`src/rtl/tone_sequencer.sv`:
```
// Programmable square-wave note sequencer: NUM_SEQS tables of {half-period, duration}
// notes, played once or looped on a start pulse.
module tone_sequencer #(
    parameter int unsigned CLK_FREQ    = 50_000_000,
    parameter int unsigned TICK_CYCLES = CLK_FREQ / 1000,
    parameter int unsigned SEQ_LEN     = 8,
    parameter int unsigned NUM_SEQS    = 4,
    parameter int unsigned HP_W        = 20,
    parameter int unsigned DUR_W       = 10,
    localparam int unsigned SEL_W      = (NUM_SEQS > 1) ? $clog2(NUM_SEQS) : 1,
    localparam int unsigned IDX_W      = $clog2(SEQ_LEN)
) (
    input  logic             clk,
    input  logic             reset,
    input  logic             start,
    input  logic             stop,
    input  logic [SEL_W-1:0] seq_sel,
    input  logic             loop,
    input  logic             wr_en,
    input  logic [SEL_W-1:0] wr_seq,
    input  logic [IDX_W-1:0] wr_idx,
    input  logic [HP_W-1:0]  wr_hp,
    input  logic [DUR_W-1:0] wr_dur,
    output logic             audio_out,
    output logic             audio_en,
    output logic             busy,
    output logic             done,
    output logic [IDX_W-1:0] note_idx
);

    localparam int unsigned TICK_W = (TICK_CYCLES > 1) ? $clog2(TICK_CYCLES) : 1;
    // One spare bit so dur*TICK_CYCLES always fits.
    localparam int unsigned DC_W   = DUR_W + TICK_W + 1;

    localparam logic [0:0] ST_IDLE = 1'b0;
    localparam logic [0:0] ST_PLAY = 1'b1;

    logic [HP_W-1:0]  hp_tab  [NUM_SEQS][SEQ_LEN];
    logic [DUR_W-1:0] dur_tab [NUM_SEQS][SEQ_LEN];

    logic [0:0]       state_q, state_d;
    logic [SEL_W-1:0] seq_q, seq_d;
    logic             loop_q, loop_d;
    logic [IDX_W-1:0] idx_q, idx_d;
    logic [DC_W-1:0]  cnt_q, cnt_d;
    logic [HP_W-1:0]  ph_q, ph_d;
    logic             aud_q, aud_d;
    logic             done_q, done_d;

    logic [HP_W-1:0]  cur_hp;
    logic [DUR_W-1:0] cur_dur;
    logic [DC_W-1:0]  dur_cycles;
    logic [IDX_W-1:0] next_idx;
    logic             last_slot;
    logic             note_end;
    logic             seq_end;

    always_ff @(posedge clk) begin
        if (reset) begin
            hp_tab  <= '{default: '0};
            dur_tab <= '{default: '0};
        end else if (wr_en) begin
            hp_tab[wr_seq][wr_idx]  <= wr_hp;
            dur_tab[wr_seq][wr_idx] <= wr_dur;
        end
    end

    // Current note is read live so writes to the playing slot apply immediately.
    assign cur_hp     = hp_tab[seq_q][idx_q];
    assign cur_dur    = dur_tab[seq_q][idx_q];
    assign dur_cycles = DC_W'(cur_dur) * DC_W'(TICK_CYCLES);
    assign next_idx   = idx_q + IDX_W'(1);
    assign last_slot  = (idx_q == IDX_W'(SEQ_LEN - 1));
    assign note_end   = (cnt_q + DC_W'(1)) >= dur_cycles;
    assign seq_end    = last_slot || (dur_tab[seq_q][next_idx] == '0);

    always_comb begin
        state_d = state_q;
        seq_d   = seq_q;
        loop_d  = loop_q;
        idx_d   = idx_q;
        cnt_d   = cnt_q;
        ph_d    = ph_q;
        aud_d   = aud_q;
        done_d  = 1'b0;
        case (state_q)
            ST_IDLE: begin
                if (start && !stop) begin
                    seq_d  = seq_sel;
                    loop_d = loop;
                    idx_d  = '0;
                    cnt_d  = '0;
                    ph_d   = '0;
                    aud_d  = 1'b0;
                    if (dur_tab[seq_sel][IDX_W'(0)] == '0) begin
                        done_d = 1'b1;
                    end else begin
                        state_d = ST_PLAY;
                    end
                end
            end
            ST_PLAY: begin
                if (stop) begin
                    state_d = ST_IDLE;
                    cnt_d   = '0;
                    ph_d    = '0;
                    aud_d   = 1'b0;
                end else if (note_end) begin
                    // Every note, including a loop wrap, starts low with a fresh phase.
                    cnt_d = '0;
                    ph_d  = '0;
                    aud_d = 1'b0;
                    if (!seq_end) begin
                        idx_d = next_idx;
                    end else if (loop_q) begin
                        idx_d = '0;
                    end else begin
                        state_d = ST_IDLE;
                        done_d  = 1'b1;
                    end
                end else begin
                    cnt_d = cnt_q + DC_W'(1);
                    if (cur_hp == '0) begin
                        ph_d  = '0;
                        aud_d = 1'b0;
                    end else if ((ph_q + HP_W'(1)) >= cur_hp) begin
                        ph_d  = '0;
                        aud_d = !aud_q;
                    end else begin
                        ph_d = ph_q + HP_W'(1);
                    end
                end
            end
            default: state_d = ST_IDLE;
        endcase
    end

    always_ff @(posedge clk) begin
        if (reset) begin
            state_q <= ST_IDLE;
            seq_q   <= '0;
            loop_q  <= 1'b0;
            idx_q   <= '0;
            cnt_q   <= '0;
            ph_q    <= '0;
            aud_q   <= 1'b0;
            done_q  <= 1'b0;
        end else begin
            state_q <= state_d;
            seq_q   <= seq_d;
            loop_q  <= loop_d;
            idx_q   <= idx_d;
            cnt_q   <= cnt_d;
            ph_q    <= ph_d;
            aud_q   <= aud_d;
            done_q  <= done_d;
        end
    end

    assign busy      = (state_q == ST_PLAY);
    assign audio_en  = busy;
    assign audio_out = aud_q;
    assign done      = done_q;
    assign note_idx  = idx_q;

endmodule
```
`config.mk`:
```
export PLATFORM = sky130hd
export DESIGN_NAME = tone_sequencer
export DESIGN_NICKNAME = d
export VERILOG_FILES = /design/src/rtl/tone_sequencer.sv
export SDC_FILE = /design/constraint.sdc
export NUM_CORES = 2
export LEC_CHECK = 0
export CORE_UTILIZATION = 25
export CTS_CLUSTER_DIAMETER = 150
export CTS_CLUSTER_SIZE = 20
export DETAILED_ROUTE_END_ITERATION = 7
export SETUP_SLACK_MARGIN = 0.4
export SLEW_MARGIN = 0
export SYNTH_ARGS = -nofsm -noshare
export SYNTH_HDL_FRONTEND = slang
export SYNTH_SLANG_ARGS = --single-unit
export TNS_END_PERCENT = 50
```
`constraint.sdc`:
```
create_clock -name clk -period 22.5 [get_ports clk]
set_input_delay 2.25 -clock clk [delete_from_list [all_inputs] [get_ports clk]]
set_output_delay 2.25 -clock clk [all_outputs]
set_load 0.005 [all_outputs]
```
==> After elaboration in Yosys (flattened, before gate mapping) <==
Index checks and enable logic that the tools add are counted.
{ "totals": {"regBits": 1016, "in_bits": 43, "out_inout_bits": 7, "elab_cells": 175} }
{ "classes": {"add_sub_neg": 3, "n_mul": 1, "magnitude_cmp": 10, "eq_ne": 6, "mux": 64, "bitwise_logic": 7, "reduce_logical": 12} }
{ "op_table": {"columns": ["cell", "n"], "rows": [
  ["bitwise mux 640 bit", 1],
  ["two-way mux 160 bit", 3],
  ["two-way mux 80 bit", 5],
  ["binary-select mux 160 bit (select 2 bit)", 1],
  ["binary-select mux 80 bit (select 2 bit)", 2],
  ["bitwise mux 320 bit", 1],
  ["demux 160 bit (select 2 bit)", 1],
  ["demux 80 bit (select 2 bit)", 1],
  ["two-way mux 20 bit", 8],
  ["two-way mux 27 bit", 3],
  ["binary-select mux 10 bit (select 3 bit)", 2],
  ["binary-select mux 20 bit (select 3 bit)", 1],
  ["demux 20 bit (select 3 bit)", 1],
  ["case mux 27 bit (2 select lines)", 1],
  ["two-way mux 10 bit", 5],
  ["case mux 20 bit (2 select lines)", 1],
  ["demux 10 bit (select 3 bit)", 1],
  ["adder 27 x 1 -> 27 bit, second input constant", 1],
  [">= comparator 27 x 26 -> 1 bit", 1],
  ["multiplier 10 x 12 -> 22 bit, second input constant", 1],
  ["adder 20 x 1 -> 20 bit, second input constant", 1],
  [">= comparator 20 bit", 1],
  ["logical NOT 10 bit", 2],
  ["logical NOT 20 bit", 1],
  ["other kinds (22)", 57]
]} }

==> Longest topological paths before layout <==
{ "depth": {"word_depth": 13, "ltp_mapped": 37, "mapped_depth_nobuf": 32} }

==> Worst setup path after synthesis <==
OpenSTA, ideal clock, no wires.
{ "synth_path": {"path_kind": "flip-flop to flip-flop", "start": "register idx_q[1], in the netlist note_idx[1]", "end": "register cnt_q[11]", "setup_ns": 0.065, "arrival_time_ns": 8.501, "required_ns": 22.435, "path_slack_ns": 13.934, "path_stages_with_launch": 37, "n_path_buf": 7, "period_less_slack_ns": 8.566, "cell_sequence": "dfxtp_1 > buf_6 > buf_6 > inv_2 > buf_1 > clkbuf_1 > buf_2 > mux4_2 > nand2_1 > nand2_1 > ha_1 > inv_1 > fa_1 > ha_1 > fa_1 > ha_1 > ha_1 > a21oi_1 > o21ai_0 > a211oi_1 > o21bai_1 > a21oi_1 > o21ai_0 > a41o_1 > o41a_1 > xnor2_1 > ha_1 > a211oi_1 > o21ai_0 > a21oi_1 > a21oi_1 > a211oi_1 > and2_1 > clkbuf_1 > buf_1 > a22oi_1 > nor2_1"} }
{ "synth_between": {"elab_chain_cells": 9} }
{ "synth_lines": {"columns": ["item", "line_no", "source"], "rows": [
  ["from (decl)", "44", "logic [IDX_W-1:0] idx_q, idx_d;"],
  ["from (signal assigned)", "152", "idx_q <= idx_d;"],
  ["inverter 3 -> 4 bit (not written as such)", "70", "assign cur_dur = dur_tab[seq_q][idx_q];"],
  ["binary-select mux 10 bit (select 3 bit)", "70", null],
  ["two-way mux 10 bit (not written as such) (2 in series)", "70", null],
  ["multiplier 10 x 12 -> 22 bit", "71", "assign dur_cycles = DC_W'(cur_dur) * DC_W'(TICK_CYCLES);"],
  [">= comparator 27 x 26 -> 1 bit", "74", "assign note_end = (cnt_q + DC_W'(1)) >= dur_cycles;"],
  ["two-way mux 27 bit", "108", "end else if (note_end) begin"],
  ["two-way mux 27 bit", "103", "if (stop) begin"],
  ["case mux 27 bit (2 select lines)", "86", "case (state_q)"],
  ["to (signal assigned)", "153", "cnt_q <= cnt_d;"],
  ["to (decl)", "45", "logic [DC_W-1:0] cnt_q, cnt_d;"]
]} }
Every way passes these cells. The select of a mux whose other input is x is not followed.
A chain may end at the register's enable or synchronous reset.

==> Worst setup path in the final report <==
{ "layout_path": {"start": "register seq_q[0]", "end": "register ph_q[8]"} }
{ "layout_between": {"elab_chain_cells": 13, "elab_cells_between_ends": 22, "classes_between": "mul (1); order compare (2); mux (17); bitwise (1); reduce/logical (1)"} }
{ "layout_lines": {"columns": ["item", "line_no", "source"], "rows": [
  ["from (decl)", "42", "logic [SEL_W-1:0] seq_q, seq_d;"],
  ["from (signal assigned)", "150", "seq_q <= seq_d;"],
  ["inverter 2 -> 3 bit (not written as such) *", "69, 70", null],
  ["parallel branches: the longest is 9 deep, another holds >= comparator 27 x 26 -> 1 bit", null, null],
  ["two-way mux 20 bit *", "108", null],
  ["two-way mux 20 bit *", "103", null],
  ["case mux 20 bit (2 select lines) *", "86", null],
  ["to (signal assigned)", "154", "ph_q <= ph_d;"],
  ["to (decl)", "46", "logic [HP_W-1:0] ph_q, ph_d;"]
]} }
Every way passes the cells marked *. The select of a mux whose other input is x is not followed.

==> metrics.cfg <==
[clock_network]
worstSkewPairLatency_ns=0.68
clk_path_buf_depth=3
cts_tree=done
cts-resized-gates=0
clkSlewWorstSetupHoldPaths_ns=0.09
cts_sinks=1016
root_buffer=clkbuf_16
h-tree-depth=2
cts_hold_buf=0
postCtsSetupRepairBufs=0
cts_buffers=56

[critical_path]
reg2reg_depth=29
startpoint_type=register
cpPeakStageDelay_ns=0.99
timing.critical_path.arrival_ns=11.59
reg2reg_from=seq_q[0]$_SDFFE_PP0P_
crit_fanout=46
path_class=reg2reg
r2r_slack_ns=11.49
cp.required_ns=23.09
crit_slowest_cell=dfxtp_4
endpoint_kind=register
crit_path_start=seq_q[0]$_SDFFE_PP0P_

[synth]
synth.top_cells.by_count=nand2_1, a21oi_1, dfxtp_1, clkbuf_1, mux4_2
synth_top_area_cell=dfxtp_1
yosys-top-cells-area=dfxtp_1, nand2_1, a21oi_1
ys_ff_latch=1016
syn_avg_cell_area_um2=8.23
synth_edf_count=0
yosysSeqAreaShare=0.423
ys_async_sr_fraction=0
synthCells=5845
yosysMostFrequentCell=nand2_1
synth_nets=6026
synthDistinctLibCells=75
synth_top_area_frac=0.423
yosysWarnings=0
dominantRegCellSynth=dfxtp_1
syn_area_um2=48100

[pwr]
pwr-share-seq=0.590
p_sw_frac=0.248
p_per_area_nw_per_um2=59.3
pwr-share-comb=0.067
p_leak_nw=16.6
irDropWorstVdd_uv=55.8
switchingPower_mw=0.766
clock_power_share=0.343
p_int_mw=2.32

[routing]
dr.pass1.iters=6
drc=0
drt_iter0_markers=4100
vias_per_cell=5.09
vias=41054
routed_wl_um=162000
detail_route.wl_per_cell_um=20.1
antenna_left=0

[outcome]
status=completed

[floorplanning]
dieArea_um2=194000
rows=160
start_util=0.252
die_y_um=441
core-area_um2=191000
io_pins=50
die_w_um=441

[sta]
fmax_ghz=0.0908
finalSetupTns_ns=0
setup_ws_ns=11.49
hold_viol_final=0
fin_crit_ns=11.01
finClkSkew_ns=0.0226
timing.slew.headroom=0.166
period_share=0.489
rsz0062_at_grt=false
drv_slew=0
tightest_slew_ns=1.25
setup_viol=0

[place]
hpwl_um=101000
port_buffers=49
place_congestion=0.877
dp_slack_ns=11.47

[global_routing]
gr-usage-all-layers=0.162
grt_max_degree=194
antenna_found_initial=6
grt_pass1_vias=39555
grt-ovfl-total=0
grt_pass1_wl_um=246000

[finish]
drive_gt1_frac=0.0858
regArea_um2=20400
area_growth_pct=8.32
nNetsFinal=5727
fill_cells=20271
multi_input_area_um2=25700

[min_path]
min_path_type=reg2reg
holdCritStartpoint=dur_tab[135]$_SDFFE_PP0P_
hold_depth=2

[flow_run]
max_cap_viol_count=0

[layout make-up]
cell class	instances	share of cell area
repair buffers	148	0.0247
well taps	2511	0.0603
inverters	50	0.00360
diodes	5	0.000240
multi-input cells	4274	0.493
clock buffers	61	0.0277
flip-flops and latches	1016	0.391
clock inverters	1	0.0000961
[flip-flops by register name, summed over array words and instances (netlist names)]
signal	flops
hp_tab	640
dur_tab	320
note_idx	3
ph_q	20
audio_en	1
done	1
cnt_q	27
loop_q	1
seq_q	2
audio_out	1
[per-layer routing]
layer | track usage | vias to the layer above | wire length [um]
met3 | 0.0197 | 315 | 11400
met5 | 0 | - | 0
met2 | 0.277 | 1571 | 77800
met1 | 0.203 | 20052 | 65700
met4 | 0.0713 | 0 | 6970
li1 | - | 19116 | -
[power by group through the flow]
| stage | combinational (mW) | clock [mW] | sequential (mW) |
|---|---|---|---|
| 2_1_floorplan | 0.137 | 0 | 1.86 |
| 5_1_grt | 0.220 | 1.14 | 1.82 |
| 4_1_cts | 0.205 | 1.07 | 1.82 |
| 3_5_place_dp | 0.205 | 0 | 1.86 |
| 6_report | 0.208 | 1.06 | 1.82 |
| 3_3_place_gp | 0.202 | 0 | 1.86 |
[metrics by stage]
step / instances / hold slack [ns] / power [mW] / cell area (um2) / utilization
floorplan: 5845 / 0.432 / 1.99 / 48100 / -
global placement: 7999 / 0.437 / 2.06 / 50600 / 0.266
detailed placement: 7999 / 0.444 / 2.07 / 50600 / 0.266
CTS: 8061 / 0.455 / 3.10 / 52100 / 0.273
global route: 8065 / 0.468 / 3.18 / 52100 / 0.273
finish: 8066 / 0.455 / 3.09 / 52100 / 0.273
[critical path: cells and delay by family, from the launching register on]
kind | cells | cell delay (ns)
AOI/OAI and AO/OA | 12 | 2.83
xor gates and xnor gates | 1 | 0.14
adders and majority gates | 7 | 2.72
buffers and inverters | 2 | 1.41
DFF | 1 | 0.99
muxes | 2 | 1.12
and+or+nand+nor | 5 | 1.64
[final timing paths]
path | to
worst min register to register | dur_tab[135]$_SDFFE_PP0P_
worst max register to register | ph_q[8]$_SDFFE_PP0P_
worst max-delay path | ph_q[8]$_SDFFE_PP0P_
worst min-delay path | dur_tab[135]$_SDFFE_PP0P_
[cells by family after synthesis]
family                     synth area share
adders and majority gates            0.0386
DFF                                   0.423
buffers and inverters                0.0465
muxes                                 0.138
and+or+nand+nor                       0.206
AOI/OAI and AO/OA                     0.135
xor gates and xnor gates             0.0133
[layout by cell type (no fill, tap or decap), types with 32 or more instances in the layout]
cell	n
a21oi_1	1024
a22oi_1	49
buf_4	95
clkbuf_16	57
clkdlybuf4s50_1	48
dfxtp_1	1011
ha_1	121
inv_1	47
mux2i_1	140
mux4_2	225
nand2_1	2047
nand3_1	63
nor2_1	98
nor2_2	33
nor3_1	58
nor4_1	32
o21ai_0	46
xnor2_1	41
xor2_1	32
Power figures use the tool's default switching activity.
